$ cat src/rtl/zbt_pkg.sv
// Shared constants for the ZBT pixel packer: word width and default geometry.
// Parity over spare bits is compiled in only when ZBT_PACKER_PARITY_EN is defined.
package zbt_pkg;

  localparam int ZBT_WORD_W = 36;

  localparam int DEF_PIX_W        = 8;
  localparam int DEF_PIX_PER_WORD = 4;
  localparam int DEF_ADDR_W       = 19;
  localparam int DEF_BASE_ADDR    = 0;
  localparam int DEF_FRAME_WORDS  = 19200;

endpackage

$ cat src/rtl/zbt_addr_gen.sv
// Frame buffer address allocator: wrapping word counter plus frame_done pulse.
// Addresses are handed out at load time; frame_done follows the last word's consume.
module zbt_addr_gen
  import zbt_pkg::*;
#(
  parameter int ADDR_W      = DEF_ADDR_W,
  parameter int BASE_ADDR   = DEF_BASE_ADDR,
  parameter int FRAME_WORDS = DEF_FRAME_WORDS
) (
  input  logic              clk,
  input  logic              reset_n,
  input  logic              restart_i,
  input  logic              advance_i,
  input  logic              consume_i,
  output logic [ADDR_W-1:0] addr_o,
  output logic              frame_done_o
);

  localparam logic [ADDR_W-1:0] BASE =
    ADDR_W'(BASE_ADDR);
  localparam logic [ADDR_W-1:0] LAST =
    ADDR_W'(BASE_ADDR + FRAME_WORDS - 1);

  logic [ADDR_W-1:0] cnt_q, cnt_d, cur;
  logic              last_q, last_d;
  logic              done_q, done_d;
  logic              is_last;

  assign cur          = restart_i ? BASE : cnt_q;
  assign is_last      = (cur == LAST);
  assign addr_o       = cur;
  assign frame_done_o = done_q;

  always_comb begin
    cnt_d  = cur;
    last_d = last_q;
    done_d = consume_i && last_q;
    if (consume_i) begin
      last_d = 1'b0;
    end
    if (advance_i) begin
      cnt_d  = is_last ? BASE : cur + 1'b1;
      // last_q tracks whether the word now in the output register ends a frame
      last_d = is_last;
    end
  end

  always_ff @(posedge clk) begin
    if (!reset_n) begin
      cnt_q  <= BASE;
      last_q <= 1'b0;
      done_q <= 1'b0;
    end else begin
      cnt_q  <= cnt_d;
      last_q <= last_d;
      done_q <= done_d;
    end
  end

endmodule

$ cat src/rtl/zbt_pixel_packer.sv
// Packs PIX_PER_WORD pixels into 36-bit ZBT write words with flush and frame restart.
// Define ZBT_PACKER_PARITY_EN to place per-pixel even parity in the spare bits.
module zbt_pixel_packer
  import zbt_pkg::*;
#(
  parameter int PIX_W        = DEF_PIX_W,
  parameter int PIX_PER_WORD = DEF_PIX_PER_WORD,
  parameter int ADDR_W       = DEF_ADDR_W,
  parameter int BASE_ADDR    = DEF_BASE_ADDR,
  parameter int FRAME_WORDS  = DEF_FRAME_WORDS
) (
  input  logic                  clk,
  input  logic                  reset_n,
  input  logic [PIX_W-1:0]      pixel_data,
  input  logic                  pixel_valid,
  output logic                  pixel_ready,
  input  logic                  frame_start,
  input  logic                  flush,
  output logic [ZBT_WORD_W-1:0] zbt_data,
  output logic [ADDR_W-1:0]     zbt_addr,
  output logic                  zbt_we,
  input  logic                  zbt_ready,
  output logic                  frame_done
);

  localparam int PACK_W  = PIX_W * PIX_PER_WORD;
  localparam int SPARE_W = ZBT_WORD_W - PACK_W;
  localparam int CNT_W   = $clog2(PIX_PER_WORD + 1);
  localparam int NPAR    =
    (PIX_PER_WORD < SPARE_W) ? PIX_PER_WORD : SPARE_W;
  localparam logic [CNT_W-1:0] FULL =
    CNT_W'(PIX_PER_WORD);
  localparam logic [ADDR_W-1:0] BASE =
    ADDR_W'(BASE_ADDR);

  logic [PACK_W-1:0]     acc_q, acc_d, acc_new;
  logic [CNT_W-1:0]      cnt_q, cnt_d;
  logic [CNT_W-1:0]      cnt_base, cnt_new;
  logic                  pend_q, pend_d;
  logic [ZBT_WORD_W-1:0] data_q, data_d, word;
  logic [ADDR_W-1:0]     addr_q, addr_d;
  logic [ADDR_W-1:0]     gen_addr;
  logic                  we_q, we_d;
  logic                  out_free, take, consume;
  logic                  flush_req, load;

  assign out_free    = !we_q || zbt_ready;
  assign pixel_ready = reset_n && out_free && !pend_q;
  assign take        = pixel_valid && pixel_ready;
  assign consume     = we_q && zbt_ready;

  assign zbt_data = data_q;
  assign zbt_addr = addr_q;
  assign zbt_we   = we_q;

  // frame_start wipes the partial word before this cycle's pixel lands
  always_comb begin
    cnt_base = frame_start ? '0 : cnt_q;
    acc_new  = frame_start ? '0 : acc_q;
    for (int k = 0; k < PIX_PER_WORD; k++) begin
      if (take && cnt_base == CNT_W'(k)) begin
        acc_new[k*PIX_W +: PIX_W] = pixel_data;
      end
    end
    cnt_new = cnt_base + CNT_W'(take);
  end

  always_comb begin
    word = '0;
    word[PACK_W-1:0] = acc_new;
`ifdef ZBT_PACKER_PARITY_EN
    for (int k = 0; k < NPAR; k++) begin
      word[PACK_W+k] = ^acc_new[k*PIX_W +: PIX_W];
    end
`endif
  end

  always_comb begin
    flush_req = !frame_start && (flush || pend_q);
    load      = (cnt_new == FULL) ||
                (flush_req && out_free && cnt_new != '0);
    acc_d  = acc_new;
    cnt_d  = cnt_new;
    pend_d = flush_req && cnt_new != '0;
    data_d = data_q;
    addr_d = addr_q;
    we_d   = we_q && !zbt_ready;
    if (load) begin
      acc_d  = '0;
      cnt_d  = '0;
      pend_d = 1'b0;
      data_d = word;
      addr_d = gen_addr;
      we_d   = 1'b1;
    end
  end

  always_ff @(posedge clk) begin
    if (!reset_n) begin
      acc_q  <= '0;
      cnt_q  <= '0;
      pend_q <= 1'b0;
      data_q <= '0;
      addr_q <= BASE;
      we_q   <= 1'b0;
    end else begin
      acc_q  <= acc_d;
      cnt_q  <= cnt_d;
      pend_q <= pend_d;
      data_q <= data_d;
      addr_q <= addr_d;
      we_q   <= we_d;
    end
  end

  zbt_addr_gen #(
    .ADDR_W      (ADDR_W),
    .BASE_ADDR   (BASE_ADDR),
    .FRAME_WORDS (FRAME_WORDS)
  ) u_addr_gen (
    .clk          (clk),
    .reset_n      (reset_n),
    .restart_i    (frame_start),
    .advance_i    (load),
    .consume_i    (consume),
    .addr_o       (gen_addr),
    .frame_done_o (frame_done)
  );

endmodule

$ cat config.mk
export PLATFORM = sky130hd
export DESIGN_NAME = zbt_pixel_packer
export DESIGN_NICKNAME = d
export VERILOG_FILES = /design/src/rtl/zbt_pkg.sv /design/src/rtl/zbt_addr_gen.sv /design/src/rtl/zbt_pixel_packer.sv
export SDC_FILE = /design/constraint.sdc
export NUM_CORES = 1
export LEC_CHECK = 0
export CORE_UTILIZATION = 55
export DETAILED_ROUTE_END_ITERATION = 7
export PLACE_DENSITY = 0.81
export SLEW_MARGIN = 20
export SYNTH_ARGS = -nofsm -noshare
export SYNTH_HDL_FRONTEND = slang
export SYNTH_HIERARCHICAL = 1
export SYNTH_SLANG_ARGS = --single-unit
$ cat constraint.sdc
create_clock -name clk -period 7.8 [get_ports clk]
set_input_delay 1.17 -clock clk [delete_from_list [all_inputs] [get_ports clk]]
set_output_delay 1.17 -clock clk [all_outputs]
set_load 0.01 [all_outputs]
==> results of run 1 <==
-- kinds of logic (layout without fill, tap and decap cells) --
logic type | Yosys count | count (layout) | share of synthesized area
AND/OR/NAND/NOR | 199 | 199 | 0.235
buffers and inverters | 37 | 92 | 0.0588
AO/OA/AOI/OAI | 104 | 104 | 0.173
multiplexers | 24 | 24 | 0.0504
adder cells (fa/ha/maj) | 3 | 3 | 0.00788
XOR/XNOR | 9 | 9 | 0.0165
flip-flops | 109 | 109 | 0.458
other | 1 | 4 | 0.000787
-- metal layers --
metal / vias up / global-route usage
li1: 1800 / -
met1: 1751 / 0.302
met5: - / 0
met2: 115 / 0.409
met3: 18 / 0.0622
met4: 0 / 0.0833
-- Yosys cell counts, types with 5 or more instances --
master     number  area share
dfxtp_1       109        0.46
nand2_1        42       0.033
nor2_1         42       0.033
mux2i_1        24       0.050
nor2b_1        24       0.032
and2_1         17       0.022
a21boi_2       16       0.038
a21oi_2        16       0.029
o21ai_1        15       0.016
o2bb2ai_1      13       0.024
a21oi_1        11       0.012
clkbuf_1       11      0.0087
a22oi_1         8       0.013
buf_6           8       0.019
nand3_1         7      0.0074
nand4_1         7      0.0092
and3_1          6      0.0079
nand2_2         6      0.0079
and2b_1         5      0.0079
and4_1          5      0.0092
buf_4           5      0.0079
nor3_1          5      0.0053
xnor2_1         5      0.0092
-- cell type report --
class,count,area share
multi-input combinational,343,0.416
sequential,109,0.391
timing repair buffer,71,0.126
tap,105,0.0236
clock buffer,9,0.0222
clock inverter,7,0.0157
inverter,5,0.00561
-- registers in the layout (all words and copies together) (netlist names) --
signal,cells
acc_q,32
zbt_data,32
u_addr_gen/cnt_q,19
zbt_addr,19
cnt_q,3
pend_q,1
u_addr_gen/frame_done_o,1
u_addr_gen/last_q,1
zbt_we,1
-- through the flow --
| step | hold slack (ns) | worst slack, ns |
|---|---|---|
| floorplan | 0.445 | 3.35 |
| global placement | 0.451 | 2.32 |
| detailed placement | 0.448 | 2.17 |
| CTS | 0.464 | 2.51 |
| global route | 0.488 | 2.18 |
| finish | 0.463 | 2.48 |
-- worst reg2reg max path: stages, from the launching register on --
cell and delay (ns):
dfxtp_1 0.36, nor2b_2 0.32, nor2_1 0.18, and2_1 0.19, ha_1 0.19, ha_1 0.36, nor2_1 0.09, or4_4 0.52
o31a_1 0.13, buf_4 0.28, inv_12 0.28, and2_1 0.29, nand4_1 0.23, or4_1 0.50, a21oi_1 0.16
-- power groups by stage --
stage | Combinational [mW] | Sequential, mW | Clock (mW)
after CTS | 0.0686 | 0.566 | 0.354
final | 0.0684 | 0.566 | 0.346
after global routing | 0.0741 | 0.567 | 0.379
after global placement | 0.0669 | 0.579 | 0
after floorplan | 0.0455 | 0.580 | 0
after detailed placement | 0.0682 | 0.579 | 0
-- placed cells by master (no fill, tap or decap), types with 5 or more instances in the layout --
master,synthesis,final
dfxtp_1,109,109
clkdlybuf4s50_1,0,67
nor2_1,42,42
nand2_1,42,42
nor2b_1,24,24
mux2i_1,24,24
and2_1,17,17
a21boi_2,16,16
a21oi_2,16,16
o21ai_1,15,15
o2bb2ai_1,13,13
a21oi_1,11,11
clkbuf_8,0,9
a22oi_1,8,8
nand4_1,7,7
nand3_1,7,7
nand2_2,6,6
and3_1,6,6
and2b_1,5,5
xnor2_1,5,5
nor3_1,5,5
and4_1,5,5
-- worst paths after layout --
| check | slack, ns | end | cells past startpoint |
|---|---|---|---|
| max | 2.48 | u_addr_gen/cnt_q[14] | 16 |
| min | 0.46 | zbt_addr[13] | 2 |
| max reg2reg | 3.67 | u_addr_gen/cnt_q[14] | 14 |
| min reg2reg | 0.46 | zbt_addr[13] | 2 |
==> reports/metrics.csv, run 1 <==
stage;metric;value;unit
hold_path;Hold Path Class;flip-flop to flip-flop;
power;Lkg Pwr;2.02;nW
placement;DP Area;0.00537;sq mm
setup_path;delay-heaviest family, CP;simple AND/OR/NAND/NOR gates;
layout;Finished Layout Cells;649;
floorplanning;Die ar.;0.00904;sq mm
drt;WL met1;4.52;mm
setup_path;crit path buf inv count;4;
floorplanning;Initial Util;0.574;
clock_tree;Clock transition at path regs;0.11;ns
floorplanning;Core Area;0.00830;sq mm
synthesis;dominant synthesized flop cell;dfxtp_1;
clock_tree;clock root cell;clkbuf_8;
power;Logic pwr share;0.070;
layout;final instance area;0.00558;sq mm
drt;Post-DRT Antenna Nets;0;
synthesis;FF+latch count, synth;109;
grt;via count of the first global-routing pass;3576;
power;sequential power share;0.578;
grt;first-pass GRT wire length;16.9;mm
synthesis;Distinct cells, synth;63;
setup_path;critical-path cell list;clkdlybuf4s50_1, buf_4, nand2b_1, nor2_1, and2_1, ha_1, ha_1, nor2_1, or4_4, o31a_1, buf_4, inv_12, and2_1, nand4_1, or4_1, a21oi_1;
clock_tree;CTS H-tree lvls;3;
setup_path;arrival time at the worst endpoint;5.62;ns
placement;hpwl dp;6.87;mm
drt;initial drt markers;183;
setup_path;Slowest-stage cell, CP;or4_4;
clock_tree;post-cts hold buffer count;0;
sta;unrepaired setup endpoints after global routing;no;
drt;1st-pass router iterations;5;
setup_path;Crit path required time;8.10;ns
clock_tree;clk_lat worst skew;0.38;ns
floorplanning;io pins;72;
clock_tree;cts bufs inserted;9;
layout;Final Util;0.672;
placement;PortBufs;67;
synthesis;Syn Area/Cell;9.80;sq um
power;internal power;720;uW
placement;dpl cells;633;
clock_tree;Max clock buf depth;2;
power;worst vdd ir;135;uV
sta;Final Critical Period;5.32;ns
setup_path;CP startpoint;reset_n;
sta;Slew @ Worst Pin;0.775;ns
setup_path;CP Capture Type;flip-flop;
drt;Vias per Instance;5.68;
floorplanning;Vert. Die Dim;95.1;um
drt;vias post-DR;3684;
drt;average routed wire per standard cell;15.8;um
setup_path;element type at the critical path start;primary input;
synthesis;Mapped Cells;486;
hold_path;hold path startpoint;zbt_addr[13];
power;Sw Share;0.265;
floorplanning;# rows;33;
floorplanning;Die W;95.1;um
drt;WL final;10.2;mm
clock_tree;CTS tree;yes;
grt;initial antenna violation count;0;
setup_path;crit path max fanout;65;
setup_path;critical path class;primary input to flip-flop;
grt;grt total ovfl;0;
power;Clk pwr share;0.353;
synthesis;Yosys warnings;6;
synthesis;ys async rst share;0;
layout;fin nets;556;
sta;max-slew violation count;0;
power;Switch Pwr;260;uW
layout;share of cells above drive strength 1;0.140;
sta;Final Hold Vio Count;0;
synthesis;synthesized area;0.00476;sq mm
power;PwrDens;176;mW/mm^2
clock_tree;postcts setup bufs;0;
drt;WL met2;5.06;mm
layout;area of the multi-input gates;0.00232;sq mm
drt;Remaining DRCs;0;
sta;setup_tns;0;ns
power;PnR Total Power;981;uW
placement;GPL Wtd Cong;0.799;
sta;maximum clock frequency;0.188;GHz
clock_tree;post_cts resized;0;
layout;Ant. Diodes;0;
sta;relative slew slack;0.481;
outcome;outcome;finished clean;
layout;synth-to-layout area growth;17.1;%
setup_path;delay of the slowest critical-path stage;0.52;ns
job;Max-cap violations;0;
sta;number of setup violations in the final report;0;
drt;uppermost routed layer;met4;
layout;Layout fillers;667;
grt;overall global routing resource usage;0.243;
synthesis;Post-synth EDFFs;0;
layout;sequential cell area;0.00218;sq mm
drt;met3 wire length;482;um
synthesis;register area share after synthesis;0.458;
grt;largest net degree at the start of global routing;66;
sta;Max Clock Skew;0.0142;ns
clock_tree;Num Clock Sinks;109;
setup_path;Reg2Reg Launch Point;zbt_we;
sta;Final Cycle Share;0.682;
Note: power is estimated with default switching activity, not from simulation.
==> inputs of run 2 (changes only) <==
Settings changed: CORE_UTILIZATION 55 to 49, PLACE_DENSITY 0.81 to 0.76.
Clock period 7.8 ns to 4.6 ns, I/O delays scaled along.
==> run 2 against run 1 <==
  * Clock skew is essentially flat
  * Sequential power grew 70%
  * Flip-flop and latch count is the same
  * Setup slack lost 1.7 ns
  * Routed wire length grew 0.89%
  * Via count grew 0.54%
  * First-iteration DRC count shrank 25%
  * Register-to-register slack lost 2.5 ns
  * Clock power grew 67%
  * Worst hold slack gained 0.00098 ns
  * Cell count grew 4.2%
  * Total power grew 69%
  * Critical endpoint is now u_addr_gen/cnt_q[11]
==> reports/metrics.csv, run 2 (same netlist as run 1, synthesis figures left out) <==
stage;metric;value;unit;change
clock_tree;post-cts hold buffer count;0;;unchanged
power;PwrDens;295;mW/mm^2;+68%
sta;number of setup violations in the final report;0;;unchanged
setup_path;cells on worst reg2reg path;13;;-1
placement;PortBufs;67;;unchanged
setup_path;element type at the critical path start;primary input;;
placement;GPL Wtd Cong;0.854;;+6.8%
outcome;outcome;finished clean;;
placement;hpwl dp;7.02;mm;+2.1%
clock_tree;Clock transition at path regs;0.11;ns;about the same
sta;Final Cycle Share;0.839;;
clock_tree;clk_lat worst skew;0.37;ns;about the same
grt;first-pass GRT wire length;17.3;mm;+2.1%
grt;initial antenna violation count;0;;unchanged
drt;1st-pass router iterations;4;;-1
floorplanning;Die W;101;um;+5.8%
grt;largest net degree at the start of global routing;62;;-6.1%
grt;overall global routing resource usage;0.217;;-0.0263
power;Clk pwr share;0.349;;-0.004
clock_tree;post_cts resized;0;;unchanged
power;worst vdd ir;193;uV;+43%
layout;fin nets;559;;+0.54%
layout;Final Util;0.602;;-0.0697
floorplanning;# rows;35;;+6.1%
sta;relative slew slack;0.432;;-0.0493
layout;commonest cells after routing, fill and taps aside;dfxtp_1 (109), clkdlybuf4s50_1 (67), nor2_1 (42), nand2_1 (42);;
drt;Post-DRT Antenna Nets;0;;unchanged
sta;setup ws final;0.741;ns;-1.74 ns
power;Lkg Pwr;2.04;nW;+0.77%
setup_path;r2r setup slk;1.16;ns;-2.51 ns
floorplanning;Vert. Die Dim;101;um;+5.8%
sta;Final Critical Period;3.86;ns;
grt;via count of the first global-routing pass;3620;;+1.2%
drt;Remaining DRCs;0;;unchanged
clock_tree;Num Clock Sinks;109;;unchanged
drt;vias post-DR;3704;;+0.54%
layout;Ant. Diodes;0;;unchanged
clock_tree;CTS tree;yes;;
power;Logic pwr share;0.072;;+0.002
hold_path;hold path startpoint;zbt_addr[18];;
floorplanning;Core Area;0.00933;sq mm;+12%
clock_tree;cts bufs inserted;9;;unchanged
sta;max-slew violation count;0;;unchanged
power;Switch Pwr;428;uW;+65%
layout;share of cells above drive strength 1;0.144;;+0.00472
setup_path;CP Capture Type;flip-flop;;
layout;commonest non-fill, non-tap cell in the layout;dfxtp_1;;
power;internal power;1.23;mW;+71%
floorplanning;Die ar.;0.0101;sq mm;+12%
hold_path;hold path depth;2;;unchanged
placement;Place WS;0.383;ns;-1.78 ns
power;Sw Share;0.258;;-0.00695
drt;WL final;10.3;mm;+0.89%
drt;initial drt markers;138;;-25%
sta;maximum clock frequency;0.259;GHz;
setup_path;Crit path required time;4.90;ns;-3.20 ns
grt;grt total ovfl;0;;unchanged
sta;unrepaired setup endpoints after global routing;no;;
sta;Final Hold Vio Count;0;;unchanged
setup_path;crit path max fanout;23;;-65%
sta;Max Clock Skew;0.0138;ns;-0.000348 ns
hold_path;WHS Endpoint;zbt_addr[18];;
job;Max-cap violations;0;;unchanged
floorplanning;io pins;72;;unchanged
drt;Vias per Instance;5.48;;-3.5%
setup_path;arrival time at the worst endpoint;4.16;ns;-1.46 ns
clock_tree;Max clock buf depth;2;;unchanged
layout;Finished Layout Cells;676;;+4.2%
power;sequential power share;0.579;;about the same
clock_tree;clock root cell;clkbuf_8;;
setup_path;critical path class;primary input to flip-flop;;
setup_path;Reg2Reg Launch Point;zbt_we;;
layout;synth-to-layout area growth;17.9;%;
drt;average routed wire per standard cell;15.3;um;-3.1%
setup_path;worst flop-to-flop path endpoint;u_addr_gen/cnt_q[11];;
hold_path;Hold Path Class;flip-flop to flip-flop;;
clock_tree;CTS H-tree lvls;3;;unchanged
sta;setup_tns;0;ns;unchanged
floorplanning;Initial Util;0.511;;-0.0633
placement;dpl cells;660;;+4.3%
clock_tree;postcts setup bufs;0;;unchanged
sta;Slew @ Worst Pin;0.848;ns;+0.0736 ns
run 2: worst max path at each step:
| stage | end | startpoint | slack (ns) |
|---|---|---|---|
| finish | u_addr_gen/cnt_q[11] | reset_n | 0.74 |
| global placement | u_addr_gen/cnt_q[11] | reset_n | 0.44 |
| global route | u_addr_gen/cnt_q[14] | reset_n | 0.53 |
| CTS | u_addr_gen/cnt_q[11] | reset_n | 0.76 |
| floorplan | u_addr_gen/cnt_q[11] | zbt_ready | 0.63 |
| detailed placement | u_addr_gen/cnt_q[11] | reset_n | 0.38 |
run 2: power groups by stage:
stage | combinational (mW) | sequential [mW] | clock, mW
after floorplan | 0.0772 | 0.984 | 0
after global placement | 0.118 | 0.981 | 0
after detailed placement | 0.119 | 0.982 | 0
after CTS | 0.120 | 0.960 | 0.590
after global routing | 0.129 | 0.962 | 0.633
final | 0.119 | 0.960 | 0.578
run 2: metrics by stage:
step	area, sq um	power [mW]	hold slack [ns]
2_1_floorplan	4770	1.06	0.445
4_1_cts	5620	1.67	0.469
5_1_grt	5620	1.72	0.488
3_5_place_dp	5420	1.10	0.454
3_3_place_gp	5420	1.10	0.445
6_report	5620	1.66	0.464
run 2: final cells by class:
cell class | instances | area [sq um]
Clock inverter | 6 | 62.6
Clock buffer | 10 | 138
Sequential cell | 109 | 2180
Inverter | 5 | 31.3
Fill cell | 826 | 3710
Tap cell | 129 | 161
Timing Repair Buffer | 74 | 723
Multi-Input combinational cell | 343 | 2320
run 2: critical path, cell delays in order:
cell and delay, ns:
clkdlybuf4s50_1 0.45, nand2b_1 0.17, nor2_1 0.08, and2_1 0.16, ha_1 0.19, ha_1 0.36
nor2_1 0.08, or4_4 0.52, o31a_1 0.22, inv_12 0.15, nand2_1 0.08, or4_4 0.50
or3_1 0.35, a21oi_1 0.13
run 2: routing by layer:
metal / track usage / vias up / part of all wire
met5: 0 / - / 0
met4: 0.0914 / 0 / 0.023
met1: 0.276 / 1791 / 0.46
met2: 0.370 / 86 / 0.49
met3: 0.0298 / 18 / 0.033
li1: - / 1809 / -
==> RTL change (settings of run 2) <==
Change the package constant `DEF_ADDR_W` from 19 to 21.
--- a/src/rtl/zbt_pkg.sv
+++ b/src/rtl/zbt_pkg.sv
@@ -7,5 +7,5 @@
   localparam int DEF_PIX_W        = 8;
   localparam int DEF_PIX_PER_WORD = 4;
-  localparam int DEF_ADDR_W       = 19;
+  localparam int DEF_ADDR_W       = 21;
   localparam int DEF_BASE_ADDR    = 0;
   localparam int DEF_FRAME_WORDS  = 19200;
Ports: changed (resized zbt_addr); port bits go from 72 to 74. No check against the original RTL was run, so the function may have changed too.
==> RTL change against run 2 <==
- wire length grew 5.0%
- sequential cell count grew 4
- combinational power grew 5%
- design area grew 7.2%
- first-iteration DRC count grew 46%
- final cell count grew 6.5%
- non-clock buffer count grew 1
- power grew 44%
- worst hold slack lost 0.017 ns
- synthesized area shrank 0.53%
- clock skew shrank 0.0054 ns
- sequential power grew 4%
- worst setup slack gained 0.089 ns
- largest cell class unchanged
==> RTL change: results (changes against run 2) <==
| Metric | Value |
|---|---|
| Largest net degree at the start of global routing | `69 (+11%)` |
| Skew final | `0.00841 ns (-0.00543 ns)` |
| Multi-input gates | `366 (+6.7%)` |
| Worst R2R Start | `pend_q` |
| Share of cells above drive strength 1 | `9.98% (-4.5 points)` |
| Signal buffers | `75 (+1.4%)` |
| Clock-cell share | `9.51% (+6.0 points)` |
| Synth top cells by count | `dfxtp_1, nand2_1, nor2_1` |
| Non-Filler Instances | `720 (+6.5%)` |
| HPWL Detailed | `7.31 mm (+4.2%)` |
| Sequential area share after synthesis | `47.7% (+1.9 points)` |
| Hold EP | `zbt_addr[17]` |
| Final wirelength | `10.9 mm (+5.0%)` |
| R2R cell count | `12 (-1)` |
| R2r setup slk | `1.13 ns (-0.03 ns)` |
| Outcome | `finished clean` |
| Drt first pass iters | `5 (+1)` |
| Cells after DPL | `688 (+4.2%)` |
| First-pass GRT wire length | `18.1 mm (+5.0%)` |
| Area post-placement | `5450 um2 (+0.60%)` |
| Mapped Avg Cell Area | `9.18 um2 (-6.3%)` |
| Buffering overhead | `12.1% (-0.74 points)` |
| Worst setup path endpoint | `u_addr_gen/cnt_q[12]` |
| Max VDD drop | `0.342 mV (+78%)` |
| Critical path peak fanout | `9 (-61%)` |
| Slowest cell on crit path | `or4b_1` |
| CTS H-tree depth | `4 (+1)` |
| Hold slack | `0.446 ns (-0.0174 ns)` |
| Clock Pin Slew Worst Setup and Hold Paths | `0.05 ns (-0.06 ns)` |
| Largest cells by area after synthesis | `dfxtp_1, mux2i_1, nor2b_1` |
| Unique masters post-synth | `50 (-21%)` |
| Fmax | `265 MHz (+2.4%)` |
| Met2 WL | `5.25 mm (+4.5%)` |
| Cell Pwr Density | `395 nW/um2 (+34%)` |
| Sequential Area | `2260 um2 (+3.7%)` |
| Multi-input gate area | `2280 um2 (-1.8%)` |
| # clk buffers | `17 (+7)` |
| CP startpoint | `zbt_ready` |
| Fin nets | `595 (+6.4%)` |
| Slew @ Worst Pin | `0.685 ns (-0.163 ns)` |
| M3 GR Usage | `5.64% (+2.7 points)` |
| Routed length on met3 | `580 um (+71%)` |
| Seq Cell Count | `113 (+3.7%)` |
| PortBufs | `69 (+3.0%)` |
| Placer congestion estimate | `0.848 (-0.74%)` |
| Global Route met2 Usage | `38.0% (+1.1 points)` |
| Core area | `9280 um2 (-0.47%)` |
| DRT met1 WL | `4.70 mm (-0.78%)` |
| Number of DRC markers in iteration 0 | `202 (+46%)` |
| Pre-CTS WS | `0.337 ns (-0.0458 ns)` |
-- RTL change: cell types whose count changed in the layout (fill, tap and decap cells not counted), moves of 11 or more --
cell	delta
a21boi_1	+22
a21oi_1	+22
a21boi_2	-16
clkbuf_16	+16
a21oi_2	-14
nor2b_1	+13
o21ai_0	+11
-- RTL change: kinds of logic after synthesis --
| group | after synthesis | synth area share (%) |
|---|---|---|
| compound gates | 112 | 14.8 |
| xor+xnor | 11 | 2.03 |
| fa+ha+maj | 3 | 0.792 |
| buf+inv | 40 | 4.44 |
| flops | 113 | 47.7 |
| mux | 25 | 5.28 |
| other cells | 1 | 0.0791 |
| simple gates | 211 | 24.8 |
-- RTL change: where the power goes --
part | total [W] | internal [W] | leakage (nW) | switching, W
registers | 0.00100 | 0.000994 | 0.913 | 0.00000714
logic | 0.000125 | 0.0000505 | 1.10 | 0.0000743
clock network | 0.00126 | 0.000773 | 0.275 | 0.000482
total | 0.00238 | 0.00182 | 2.29 | 0.000564
